**config.mk**
```make
export PLATFORM = sky130hd
export DESIGN_NAME = cordic_sincos_mc
export DESIGN_NICKNAME = d
export VERILOG_FILES = /design/src/rtl/cordic_pkg.sv /design/src/rtl/cordic_iter_stage.sv /design/src/rtl/cordic_sincos_mc.sv
export SDC_FILE = /design/constraint.sdc
export NUM_CORES = 1
export LEC_CHECK = 0
export ABC_AREA = 0
export BUFFER_PORTS_ARGS = -buffer_cell sky130_fd_sc_hd__buf_2
export CORE_AREA = 10 10 210 212
export DETAILED_ROUTE_END_ITERATION = 8
export DIE_AREA = 0 0 220 222
export HOLD_SLACK_MARGIN = 0.15
export SETUP_SLACK_MARGIN = 0.4
export SYNTH_ARGS = -nofsm -noshare
export SYNTH_HDL_FRONTEND = slang
export SYNTH_SLANG_ARGS = --single-unit
```
**constraint.sdc**
```tcl
create_clock -name clk -period 14.4 [get_ports clk]
set_input_delay 2.88 -clock clk [delete_from_list [all_inputs] [get_ports clk]]
set_output_delay 2.88 -clock clk [all_outputs]
set_load 0.05 [all_outputs]
```
**src/rtl/cordic_pkg.sv**
```systemverilog
// Shared constants, state type and table helper for the CORDIC sine/cosine units.
package cordic_pkg;

  localparam int CNT_W = 5;

  localparam logic signed [31:0] INV_K_Q30 = 32'sh26DD3B6A;

  localparam logic signed [31:0] ATAN_Q30 [0:31] = '{
    32'sh3243F6A8, 32'sh1DAC6705, 32'sh0FADBAFC, 32'sh07F56EA6,
    32'sh03FEAB76, 32'sh01FFD55B, 32'sh00FFFAAA, 32'sh007FFF55,
    32'sh003FFFEA, 32'sh001FFFFD, 32'sh000FFFFF, 32'sh0007FFFF,
    32'sh0003FFFF, 32'sh0001FFFF, 32'sh0000FFFF, 32'sh00007FFF,
    32'sh00003FFF, 32'sh00001FFF, 32'sh00000FFF, 32'sh000007FF,
    32'sh000003FF, 32'sh000001FF, 32'sh000000FF, 32'sh0000007F,
    32'sh0000003F, 32'sh0000001F, 32'sh0000000F, 32'sh00000008,
    32'sh00000004, 32'sh00000002, 32'sh00000001, 32'sh00000000
  };

  typedef enum logic [1:0] {IDLE, RUN, DONE} cordic_state_t;

  // Narrow a Q2.30 table entry to Q2.(w-2); the half-LSB offset keeps the
  // per-entry error centred so it does not accumulate over the iterations.
  function automatic logic signed [31:0] atan_scaled(input logic [CNT_W-1:0] idx,
                                                     input int w);
    logic signed [31:0] half;
    half = 32'sd1 <<< (31 - w);
    return (ATAN_Q30[idx] + half) >>> (32 - w);
  endfunction

endpackage

```
**src/rtl/cordic_iter_stage.sv**
```systemverilog
// One combinational rotation-mode CORDIC micro-rotation; shared with the pipelined variant.
module cordic_iter_stage
  import cordic_pkg::*;
#(
  parameter int XW = 24,
  parameter int ZW = 22
) (
  input  logic signed [XW-1:0] x_i,
  input  logic signed [XW-1:0] y_i,
  input  logic signed [ZW-1:0] z_i,
  input  logic [CNT_W-1:0]     i_i,
  input  logic signed [ZW-1:0] atan_i,
  output logic signed [XW-1:0] x_o,
  output logic signed [XW-1:0] y_o,
  output logic signed [ZW-1:0] z_o
);

  logic signed [XW-1:0] x_sh;
  logic signed [XW-1:0] y_sh;

  assign x_sh = x_i >>> i_i;
  assign y_sh = y_i >>> i_i;

  // Rotate towards z = 0: positive residual angle means a positive rotation.
  always_comb begin
    if (!z_i[ZW-1]) begin
      x_o = x_i - y_sh;
      y_o = y_i + x_sh;
      z_o = z_i - atan_i;
    end else begin
      x_o = x_i + y_sh;
      y_o = y_i - x_sh;
      z_o = z_i + atan_i;
    end
  end

endmodule

```
**src/rtl/cordic_sincos_mc.sv**
```systemverilog
// Multi-cycle rotation-mode CORDIC: sin or cos of a Q2.(WIDTH-2) angle over a start/done handshake.
// Define CORDIC_GAIN_COMP_EN to start from 1/K so outputs are true sin/cos instead of K-scaled.
module cordic_sincos_mc
  import cordic_pkg::*;
#(
  parameter int WIDTH      = 22,
  parameter int ITERATIONS = 20
) (
  input  logic        clk,
  input  logic        reset,
  input  logic        clk_en,
  input  logic        start,
  input  logic        n,
  input  logic [31:0] dataa,
  output logic        done,
  output logic [31:0] result
);

  // x/y run in Q2.WIDTH: two guard LSBs beyond the output format.
  localparam int XW = WIDTH + 2;
`ifdef CORDIC_GAIN_COMP_EN
  localparam logic signed [31:0] X0_FULL = INV_K_Q30 >>> (30 - WIDTH);
`else
  localparam logic signed [31:0] X0_FULL = 32'sd1 <<< WIDTH;
`endif
  localparam logic signed [XW-1:0] X0 = X0_FULL[XW-1:0];

  cordic_state_t           state_q, state_d;
  logic [CNT_W-1:0]        i_q, i_d;
  logic signed [XW-1:0]    x_q, x_d, x_nx;
  logic signed [XW-1:0]    y_q, y_d, y_nx;
  logic signed [WIDTH-1:0] z_q, z_d, z_nx;
  logic signed [WIDTH-1:0] atan_w;
  logic signed [31:0]      atan_full;
  logic                    mode_q, mode_d;
  logic                    done_q, done_d;
  logic [31:0]             result_q, result_d;
  logic                    unused_bits;

  function automatic logic [31:0] to_result(input logic signed [XW-1:0] v);
    logic signed [WIDTH-1:0] t;
    t = WIDTH'(v >>> 2);
    return 32'(t);
  endfunction

  assign atan_full   = atan_scaled(i_q, WIDTH);
  assign atan_w      = atan_full[WIDTH-1:0];
  assign unused_bits = ^{dataa[31:WIDTH], atan_full[31:WIDTH]};

  cordic_iter_stage #(
    .XW (XW),
    .ZW (WIDTH)
  ) u_iter (
    .x_i    (x_q),
    .y_i    (y_q),
    .z_i    (z_q),
    .i_i    (i_q),
    .atan_i (atan_w),
    .x_o    (x_nx),
    .y_o    (y_nx),
    .z_o    (z_nx)
  );

  always_comb begin
    state_d  = state_q;
    i_d      = i_q;
    x_d      = x_q;
    y_d      = y_q;
    z_d      = z_q;
    mode_d   = mode_q;
    result_d = result_q;
    done_d   = 1'b0;
    unique case (state_q)
      IDLE: begin
        if (start) begin
          x_d     = X0;
          y_d     = '0;
          z_d     = dataa[WIDTH-1:0];
          mode_d  = n;
          i_d     = '0;
          state_d = RUN;
        end
      end
      RUN: begin
        x_d = x_nx;
        y_d = y_nx;
        z_d = z_nx;
        i_d = i_q + 1'b1;
        if (i_q == CNT_W'(ITERATIONS - 1)) state_d = DONE;
      end
      DONE: begin
        result_d = to_result(mode_q ? y_q : x_q);
        done_d   = 1'b1;
        state_d  = IDLE;
      end
      default: state_d = IDLE;
    endcase
  end

  always_ff @(posedge clk or posedge reset) begin
    if (reset) begin
      state_q  <= IDLE;
      i_q      <= '0;
      x_q      <= '0;
      y_q      <= '0;
      z_q      <= '0;
      mode_q   <= 1'b0;
      done_q   <= 1'b0;
      result_q <= '0;
    end else if (clk_en) begin
      state_q  <= state_d;
      i_q      <= i_d;
      x_q      <= x_d;
      y_q      <= y_d;
      z_q      <= z_d;
      mode_q   <= mode_d;
      done_q   <= done_d;
      result_q <= result_d;
    end
  end

  // A stalled cycle must never present done to the processor.
  assign done   = done_q & clk_en;
  assign result = result_q;

endmodule

```
After elaboration in Yosys (flattened, before gate mapping)

Memory sizes are Yosys's and may differ from the RTL's.
Cells that the tools add are included.

Output and inout bits: 33
Bits of input ports: 37
Flip-flop bits (word level): 101
Memories kept: 1
Memory bits (read-only): 1,024

Memories:

| name            | words | width | read ports | clocked after Yosys merged registers in | write ports | line             | text |
|---|---|---|---|---|---|---|---|
| (no name shown) | 32    | 32    | 1          | 0                                       | 0           | cordic_pkg.sv:27 | `return (ATAN_Q30[idx] + half) >>> (32 - w);` |

Reduce and logical (&&, ||, !) cells: 6
$lt $le $gt $ge: 1
Muxes and demuxes: 18
$add $sub $neg: 8
Bitwise logic cells: 2
Shift-type cells: 2
Equality and inequality tests: 5

Operator list:

| kind                                                              | number |
|---|---|
| 24-bit two-way mux                                                | 5 |
| 24-bit case mux with 2 select lines                               | 2 |
| 32-bit two-way mux                                                | 2 |
| 24-bit adder                                                      | 2 |
| 24-bit by 5-bit >>> shifter with 24-bit output                    | 2 |
| 24-bit subtractor                                                 | 2 |
| 22-bit two-way mux                                                | 2 |
| 22-bit case mux with 2 select lines                               | 1 |
| 32-bit by 11-bit adder with 32-bit output (second input constant) | 1 |
| 22-bit adder                                                      | 1 |
| 22-bit subtractor                                                 | 1 |
| 5-bit case mux with 2 select lines                                | 1 |
| 3-bit AND reduction                                               | 3 |
| 6-bit greater-or-equal comparator (second input constant)         | 1 |
| 5-bit inverter with 6-bit output                                  | 1 |
| 5-bit by 1-bit adder with 5-bit output (second input constant)    | 1 |
| 5-bit == test (second input constant)                             | 1 |
| 5-bit two-way mux                                                 | 1 |
| 2-bit two-way mux                                                 | 2 |
| 2-bit != test (second input constant)                             | 2 |
| 2-bit case mux with 2 select lines                                | 1 |
| 2-bit by 1-bit == test with 1-bit output (second input constant)  | 1 |
| 2-bit == test (second input constant)                             | 1 |
| 2-bit logical NOT                                                 | 1 |
| 4 further kinds                                                   | 4 |

Longest topological paths before layout

Gate-level depths: netlist of the first run.

Depth after elaboration: 8
Depth in mapped cells: 29
Gate-level depth less buffers: 25

By module

From an unflattened synthesis of the first run, not the netlist that was laid out.

Cells, all modules: 1,469
Area, all modules: 12,630.9 um^2

Modules (own cells, without submodules):

| module            | sequential area each (um^2) | area each (um^2) | cells an instance | instances |
|---|---|---|---|---|
| cordic_iter_stage | 0.0                         | 7,606.0          | 995               | 1 |
| cordic_sincos_mc  | 2,527.4                     | 5,024.8          | 474               | 1 |

Least setup slack after synthesis of the first run

Ideal clock, no wire load.

Path kind: input to output
From: input clk_en
To: output done
Slack: 7.904 ns
Arrival: 3.616 ns
Stages on the path: 2
Cell sequence: inv_1 nor2_1

Word-level cells in the longest chain between the ends: 1

Ends and longest elaborated chain:

| element            | line                    | text |
|---|---|---|
| start: declaration | cordic_sincos_mc.sv:11  | `input logic clk_en,` |
| 1-bit bitwise AND  | cordic_sincos_mc.sv:123 | `assign done = done_q & clk_en;` |
| end: declaration   | cordic_sincos_mc.sv:15  | `output logic done,` |

Every way passes these cells.

Worst setup path after layout of the first run

From: register i_q[1]
To: register z_q[21]

Word-level cells in the longest chain between the ends: 8

Ends and longest elaborated chain:

| element                                                    | line                                             | text |
|---|---|---|
| start: declaration                                         | cordic_sincos_mc.sv:29                           | `logic [CNT_W-1:0] i_q, i_d;` |
| start signal: assignment                                   | cordic_sincos_mc.sv:112                          | `i_q <= i_d;` |
| 5-bit inverter with 6-bit output (implied by the code) (*) | cordic_pkg.sv:27                                 |  |
| memory 32 x 32 bit (*)                                     | -                                                |  |
| 32-bit two-way mux (implied by the code) (*) (2 in a row)  | cordic_pkg.sv:27                                 |  |
| 32-bit by 11-bit adder with 32-bit output (*)              | cordic_pkg.sv:27                                 |  |
| 22-bit subtractor or 22-bit adder (tied branches)          | cordic_iter_stage.sv:29, cordic_iter_stage.sv:33 |  |
| 22-bit two-way mux (*)                                     | cordic_iter_stage.sv:26                          | `if (!z_i[ZW-1]) begin` |
| 22-bit case mux with 2 select lines (*)                    | cordic_sincos_mc.sv:73                           | `unique case (state_q)` |
| end signal: assignment                                     | cordic_sincos_mc.sv:115                          | `z_q <= z_d;` |
| end: declaration                                           | cordic_sincos_mc.sv:32                           | `logic signed [WIDTH-1:0] z_q, z_d, z_nx;` |

Every way passes the cells marked *; elsewhere a longest branch is shown, timed or not. The select of a mux whose other input is x is not followed.
A chain may end at the register's enable or synchronous reset.

==> run_results.csv, run 1 <==
group,metric,value,unit
logic_synthesis,syn_area,12700,sq um
logic_synthesis,yosys.area.top_type,"dfrtp_1",
logic_synthesis,yosysSeqAreaShare,0.200,
floorplan,start_util,0.319,
timing,skew,0.00966,ns
logic_synthesis,synth-seq-cells,101,
job,drv_cap,0,
routing,first_pass_iters,6,
grt,grt_pass1_wl,62.7,mm
critical_path,crit_type,"flop to flop",
timing,hold_viol_final,0,
timing,tightest_slew,1.02,ns
timing,drv_slew,0,
timing,layout_setup_ws,7.53,ns
grt,grt_overflow_total,0,
cells_and_area,n_antenna_cell,0,
routing,vias_per_cell,5.75,
floorplan,num_io_pins,70,
critical_path,cp-end-kind,"flop",
clock_tree,cts_tree,"built",
critical_path,slowest_delay,0.79,ns
clock_tree,clock_latency,0.38,ns
routing,drc,0,
cells_and_area,area_growth,6.54,%
timing,setup_viol,0,
clock_tree,cts_hold_buf,0,
logic_synthesis,synth.area.top_cells,"dfrtp_1, ha_1, mux2i_1, o21ai_0, nand2_1",
routing,drt-wirelength-per-cell,19.1,microns
critical_path,cp_top_family,"compound AO/OA/AOI/OAI gates",
logic_synthesis,synth_flop_cell,"dfrtp_1",
critical_path,cp-start-kind,"flop",
logic_synthesis,synth-edff-count,0,
cells_and_area,final_cell_mix,"nand2_1, o21ai_0, a21oi_1, nor2_1, dfrtp_1",
clock_tree,clkSinkCount,101,
critical_path,crit_buf_inv,2,
logic_synthesis,syn_inst,1536,
placed_design,finalWeightedCongestion,0.979,
critical_path,critPathRequiredTime,14.67,ns
timing,slew_headroom,0.319,
timing,max_freq,146,MHz
grt,antenna_found_initial,0,
logic_synthesis,syn_area_per_cell,8.24,sq um
logic_synthesis,yosys_warnings,0,
logic_synthesis,syn_nets,1656,
placed_design,io_buffers,59,
logic_synthesis,ys_async_sr_fraction,1.00,
floorplan,core,39600,sq um
clock_tree,cts.clk_slew.worst_paths,0.08,ns
status,status,"completed",
routing,wl,39.2,mm
min_path,hold_class,"flop to flop",
timing,rsz0062_at_grt,"no",
clock_tree,cts_root_buffer,"clkbuf_16",
routing,drtIter0Drc,1114,
critical_path,cpMaxStageDelayCell,"buf_4",
floorplan,placementRows,73,
critical_path,path_cells,"buf_4 > inv_1 > ha_1 > nand2_1 > o21ai_0 > a22oi_1 > ha_1 > o311ai_0 > or4_4 > or3_1 > a311o_2 > and2_1 > a21oi_1 > xnor2_1 > ha_1 > nand3_1 > a211oi_1 > a21oi_1 > a21oi_1 > nand4_1 > nand3_1 > o211ai_1 > xnor2_1 > a311oi_1",
floorplan,die_h,222,microns
timing,post-route-period-util,0.477,
logic_synthesis,synth_cell_type_count,97,
grt,grt_pass1_vias,11200,
cells_and_area,layout.nets,1644,
grt,grt_usage,0.157,
clock_tree,cts_inserted_buffers,9,
logic_synthesis,synth_top_area_share,0.200,
critical_path,crit_arrival,7.14,ns
cells_and_area,post_route_cells_drive_above_1_share,0.116,
clock_tree,ctsResizeCount,0,
grt,grt_max_degree,74,
placed_design,hpwlAfterDp,28.9,mm
cells_and_area,final_common_cell,"nand2_1",
timing,fin_tns_setup,0,ns
floorplan,die-width,220,microns
routing,antenna_left,0,
timing,timing.hold.ws,0.472,ns
clock_tree,htree_levels,3,
clock_tree,clockBufferDepth,2,
routing,vias,11800,
critical_path,crit_fanout,73,
timing,layout_min_cycle_time,6.87,ns
floorplan,die_area,48800,sq um
placed_design,pre_cts_ws,7.57,ns
clock_tree,postCtsSetupBuffers,0,
==> Yosys cell counts (all sizes together) (27+ instances only) <==
cell and n:
dfrtp 101, a21oi 106, buf 48, clkbuf 54, nor2 108, xor2 53, inv 44, a21o 34
nand2 168, mux2i 88, nor3 28, o22ai 29, xnor2 68, ha 80, o21ai 131, mux4 28
nand3 27
==> kinds of logic after synthesis <==
kind of cell | Yosys count | share of synthesized area
AO/OA/AOI/OAI | 477 | 0.244
adder cells (fa/ha/maj) | 83 | 0.0838
AND/OR/NAND/NOR | 473 | 0.184
multiplexers | 134 | 0.138
XOR/XNOR | 122 | 0.0855
buffers and inverters | 146 | 0.0647
flip-flops | 101 | 0.200
==> registers in the layout, summed over array words and instances (netlist names) <==
signal / flops
z_q: 22
state_q: 2
x_q: 24
done_q: 1
result: 22
y_q: 24
i_q: 5
mode_q: 1
==> metal layers <==
metal  global-route usage  vias to the layer above  part of all wire
met5                    0                        -                 0
met3               0.0284                       74             0.077
li1                     -                     5642                 -
met2                0.251                      471              0.46
met1                0.209                     5614              0.44
met4               0.0511                        0             0.026
==> area by class of cell <==
type | count | area [sq um]
Clock inverter | 5 | 104
Sequential cell | 101 | 2530
Clock buffer | 11 | 253
Timing Repair Buffer | 79 | 445
Tap cell | 525 | 657
Multi-Input combinational cell | 1289 | 9330
Inverter | 44 | 168
Fill cell | 4129 | 26200
==> worst paths after layout <==
check / slack, ns / cells after the start / startpoint / to
max: 7.53 / 24 / i_q[1]$_DFFE_PP0P_ / z_q[21]$_DFFE_PP0P_
min: 0.47 / 2 / result[5]$_DFFE_PP0P_ / result[5]$_DFFE_PP0P_
max reg2reg: 7.53 / 24 / i_q[1]$_DFFE_PP0P_ / z_q[21]$_DFFE_PP0P_
min reg2reg: 0.47 / 2 / result[5]$_DFFE_PP0P_ / result[5]$_DFFE_PP0P_
max in group asynchronous: 10.57 / 3 / reset / i_q[1]$_DFFE_PP0P_
min in group asynchronous: 2.61 / 2 / reset / y_q[14]$_DFFE_PP0P_
==> worst reg2reg max path, stage by stage, from the launching register on <==
cell	delay, ns
dfrtp_4	0.47
buf_4	0.79
inv_1	0.47
ha_1	0.39
nand2_1	0.08
o21ai_0	0.08
a22oi_1	0.18
ha_1	0.34
o311ai_0	0.32
or4_4	0.55
or3_1	0.32
a311o_2	0.43
and2_1	0.19
a21oi_1	0.20
xnor2_1	0.10
ha_1	0.38
nand3_1	0.13
a211oi_1	0.18
a21oi_1	0.15
a21oi_1	0.24
nand4_1	0.15
nand3_1	0.10
o211ai_1	0.14
xnor2_1	0.15
a311oi_1	0.28
==> per-stage QoR <==
step           cells  cell area (sq um)  utilization
4_1_cts         2054              13500        0.340
2_1_floorplan   1536              12700            -
3_5_place_dp    2038              13100        0.331
5_1_grt         2054              13500        0.340
6_report        2054              13500        0.340
3_3_place_gp    2038              13100        0.331
Power of run 1 is left out: the tool's default activity adds up to more than one toggle a clock period on the data nets, which glitch-free logic cannot reach.
==> inputs of run 2 (changes only) <==
Clock period 14.4 ns to 6 ns, I/O delays scaled along.
==> run_results.csv, run 2 (synthesized netlist as in run 1, its figures left out) <==
group,metric,value,unit
timing,slew_headroom,0.285,
floorplan,die_area,48800,sq um
critical_path,crit_type,"flop to flop",
clock_tree,cts.clk_slew.worst_paths,0.08,ns
critical_path,cp-start-kind,"flop",
cells_and_area,fill_cells,4108,
timing,layout_min_cycle_time,5.44,ns
critical_path,cp-end-kind,"flop",
critical_path,cpMaxStageDelayCell,"mux4_2",
cells_and_area,layout.nets,1726,
cells_and_area,largestRegisters,"x_q x24, y_q x24",
critical_path,crit_arrival,5.69,ns
routing,drc,0,
critical_path,path_cells,"buf_12 > mux4_2 > and2_1 > a31o_2 > mux4_2 > nor3_4 > and3b_2 > buf_4 > a41oi_1 > xor2_1 > ha_2 > a21o_1 > a21oi_1 > o21ai_0 > nor3_1 > a21oi_1 > a311o_1 > a31o_2 > a21oi_1 > xor2_1 > o21ai_0",
clock_tree,htree_levels,3,
clock_tree,cts_tree,"built",
clock_tree,cts_root_buffer,"clkbuf_16",
timing,timing.hold.ws,0.472,ns
cells_and_area,n_antenna_cell,0,
routing,antenna_left,0,
routing,vias_per_cell,5.72,
floorplan,start_util,0.319,
critical_path,crit_fanout,13,
clock_tree,clockBufferDepth,2,
routing,drt-wirelength-per-cell,20.2,microns
floorplan,core,39600,sq um
grt,grt_pass1_vias,11600,
floorplan,placementRows,73,
grt,grt_pass1_wl,66.1,mm
routing,drtIter0Drc,967,
floorplan,die-width,220,microns
cells_and_area,final_cell_mix,"nand2_1, o21ai_0, nor2_1",
timing,fin_tns_setup,0,ns
routing,vias,12200,
placed_design,io_buffers,59,
clock_tree,cts_hold_buf,0,
min_path,hold_class,"flop to flop",
floorplan,num_io_pins,70,
placed_design,placed_cell_area,13600,sq um
cells_and_area,fin_area,14500,sq um
timing,rsz0062_at_grt,"yes",
critical_path,cp_top_family,"compound AO/OA/AOI/OAI gates",
critical_path,slowest_delay,0.54,ns
timing,max_freq,184,MHz
cells_and_area,post_route_cells_drive_above_1_share,0.200,
clock_tree,clock_latency,0.39,ns
grt,grt_usage,0.169,
status,status,"completed",
timing,tightest_slew,1.07,ns
routing,wl,43.1,mm
grt,antenna_found_initial,0,
placed_design,finalWeightedCongestion,0.944,
timing,skew,0.0124,ns
cells_and_area,final_common_cell,"nand2_1",
clock_tree,cts_inserted_buffers,9,
timing,post-route-period-util,0.907,
job,drv_cap,0,
routing,first_pass_iters,5,
cells_and_area,area_growth,14.3,%
timing,drv_slew,0,
critical_path,worst_path_most_repeated_cell,"a21oi_1",
grt,grt_max_degree,53,
critical_path,critPathRequiredTime,6.25,ns
floorplan,die_h,222,microns
timing,setup_viol,0,
critical_path,crit_buf_inv,2,
placed_design,hpwlAfterDp,32.1,mm
grt,grt_overflow_total,0,
timing,hold_viol_final,0,
clock_tree,clkSinkCount,101,
[run 2: changes by cell type in the layout (fill, tap and decap cells not counted), sizes merged]
cell,before,now
buf,79,160
clkinvlp,0,3
bufinv,3,1
[run 2: layout make-up]
class                   count  area [sq um]  area share
multi-input cells        1289          9650       0.667
flip-flops and latches    101          2540       0.175
repair buffers            161          1150      0.0796
well taps                 525           657      0.0454
clock buffers              10           229      0.0158
inverters                  44           168      0.0116
clock inverters             6          72.6     0.00502
[run 2: layer usage]
metal | GRT usage | up-vias | part of all wire
met5 | 0 | - | 0
met4 | 0.0685 | 0 | 0.034
met3 | 0.0235 | 73 | 0.061
met2 | 0.265 | 442 | 0.46
met1 | 0.228 | 5896 | 0.45
li1 | - | 5816 | -
[run 2: worst min-delay path: cells and delay by family (launching register included)]
| family | cells | cell delay (ns) |
|---|---|---|
| and+or+nand+nor | 1 | 0.04 |
| DFF | 1 | 0.34 |
| AOI/OAI and AO/OA | 1 | 0.06 |
[run 2: timing repair]
| item | in CTS | in global routing |
|---|---|---|
| hold endpoints to repair | 0 | 0 |
| gates resized for setup | 12 | 77 |
| cloned | 0 | 1 |
| setup buffers | 1 | 18 |
| pin swaps | 0 | 23 |
| endpoints found under the setup margin | 10 | 24 |
[run 2: metrics by stage]
step	instances	utilization	setup slack [ns]
floorplan	1536	-	0.487
global placement	2100	0.344	0.186
detailed placement	2100	0.344	0.163
CTS	2117	0.353	0.403
global route	2136	0.365	0.347
finish	2136	0.365	0.561
[run 2: final timing paths]
check                                      startpoint               endpoint  slack [ns]  cells after the start
max in group asynchronous                       reset     i_q[1]$_DFFE_PP0P_        4.40                      3
worst min register to register  result[6]$_DFFE_PP0P_  result[6]$_DFFE_PP0P_        0.47                      2
min in group asynchronous                       reset    y_q[10]$_DFFE_PP0P_        1.00                      3
worst min-delay path            result[6]$_DFFE_PP0P_  result[6]$_DFFE_PP0P_        0.47                      2
worst max register to register     i_q[1]$_DFFE_PP0P_    y_q[21]$_DFFE_PP0P_        0.56                     21
worst max-delay path               i_q[1]$_DFFE_PP0P_    y_q[21]$_DFFE_PP0P_        0.56                     21
Power of run 2 is left out for the same reason.
==> inputs of run 3 (changes only) <==
Settings changed: MAX_ROUTING_LAYER from default to met4.
==> run_results.csv, run 3 (synthesized netlist as in run 1, its figures left out) <==
group,metric,value,unit
timing,tightest_slew,1.02,ns
clock_tree,cts_inserted_buffers,9,
floorplan,placementRows,73,
grt,grt_overflow_total,0,
routing,drt-wirelength-per-cell,20.3,microns
clock_tree,cts_root_buffer,"clkbuf_16",
job,drv_cap,0,
routing,vias_per_cell,5.78,
timing,layout_min_cycle_time,5.48,ns
status,status,"completed",
routing,vias,12300,
cells_and_area,area_growth,14.4,%
cells_and_area,largestRegisters,"x_q x24, y_q x24",
grt,grt_pass1_vias,11600,
routing,first_pass_iters,6,
critical_path,cp-end-kind,"flop",
placed_design,finalWeightedCongestion,0.961,
cells_and_area,final_cell_mix,"nand2_1, o21ai_0, nor2_1",
placed_design,io_buffers,59,
floorplan,start_util,0.319,
timing,fin_tns_setup,0,ns
critical_path,crit_arrival,5.77,ns
timing,post-route-period-util,0.914,
timing,rsz0062_at_grt,"yes",
clock_tree,cts.clk_slew.worst_paths,0.07,ns
grt,grt_pass1_wl,66.7,mm
floorplan,core,39600,sq um
cells_and_area,post_route_cells_drive_above_1_share,0.197,
clock_tree,clockBufferDepth,2,
critical_path,critPathRequiredTime,6.28,ns
grt,met3_usage,0.0270,
grt,grt.met2_usage,0.270,
clock_tree,cts_tree,"built",
routing,antenna_left,0,
cells_and_area,n_antenna_cell,0,
floorplan,die-width,220,microns
grt,use_met1,0.228,
routing,wl,43.3,mm
critical_path,crit_fanout,13,
routing,drtIter0Drc,1082,
timing,skew,0.0106,ns
cells_and_area,finish.utilization,0.365,
routing,drc,0,
floorplan,num_io_pins,70,
grt,grt_max_degree,65,
floorplan,die_h,222,microns
timing,slew_headroom,0.317,
timing,setup_viol,0,
cells_and_area,final_common_cell,"nand2_1",
critical_path,crit_type,"flop to flop",
timing,max_freq,182,MHz
clock_tree,clock_latency,0.40,ns
timing,hold_viol_final,0,
grt,grt.busiest_layer,"met2",
placed_design,hpwlAfterDp,31.5,mm
timing,drv_slew,0,
cells_and_area,layout.nets,1727,
floorplan,die_area,48800,sq um
clock_tree,htree_levels,3,
min_path,hold_class,"flop to flop",
critical_path,cp-start-kind,"flop",
clock_tree,clkSinkCount,101,
grt,antenna_found_initial,0,
clock_tree,cts_hold_buf,0,
grt,grt_usage,0.174,
## run 3: path summary, 6_finish.rpt
| path | start | end | slack, ns | cells after the start |
|---|---|---|---|---|
| setup / recovery | i_q[1]$_DFFE_PP0P_ | x_q[23]$_DFFE_PP0P_ | 0.52 | 21 |
| hold / removal | result[1]$_DFFE_PP0P_ | result[1]$_DFFE_PP0P_ | 0.48 | 2 |
| setup reg to reg | i_q[1]$_DFFE_PP0P_ | x_q[23]$_DFFE_PP0P_ | 0.52 | 21 |
| hold reg to reg | result[1]$_DFFE_PP0P_ | result[1]$_DFFE_PP0P_ | 0.48 | 2 |
| max in group asynchronous | reset | z_q[21]$_DFFE_PP0P_ | 3.91 | 3 |
| min in group asynchronous | reset | result[20]$_DFFE_PP0P_ | 0.99 | 2 |
## run 3: layout make-up
class,count,area [sq um]
clock buffers,11,233
clock inverters,5,85.1
repair buffers,162,1180
fillers,4088,25200
multi-input cells,1289,9630
well taps,525,657
flip-flops and latches,101,2540
inverters,44,171
## run 3: worst max-delay path, stage by stage, from the launching register on
cell and delay, ns:
dfrtp_4 0.53, buf_4 0.17, clkbuf_16 0.18, mux4_2 0.34
and3_1 0.19, a221o_1 0.28, a221o_1 0.31, inv_1 0.14
ha_2 0.27, a21oi_1 0.09, xnor2_1 0.21, ha_1 0.25
or4_1 0.52, o22a_1 0.30, o21ai_0 0.26, buf_4 0.16
o31ai_2 0.08, a311o_1 0.39, a31oi_2 0.21, and3_1 0.19
o31ai_1 0.07, a21bo_1 0.23
## run 3: timing repair
item | 4_1_cts | 5_1_grt
pin swaps | 0 | 18
buffers inserted | 2 | 25
setup endpoints to repair | 10 | 25
gates resized for setup | 9 | 70
gates cloned | 1 | 1
hold endpoints to repair | 0 | 0
## run 3: metal layers
metal / vias up / routed length (microns)
met5: - / 0
met4: 0 / 1130
met3: 72 / 2990
met2: 455 / 20000
met1: 5992 / 19200
li1: 5825 / -
## run 3: stage by stage
stage	area, sq um	setup WS [ns]	hold WS (ns)	std cells
4_1_cts	14000	0.432	0.482	2111
3_3_place_gp	13600	0.0513	0.458	2092
5_1_grt	14500	0.358	0.504	2137
2_1_floorplan	12700	0.487	0.455	1536
3_5_place_dp	13600	0.0510	0.465	2092
6_report	14500	0.515	0.476	2137
Power of run 3 is left out for the same reason.
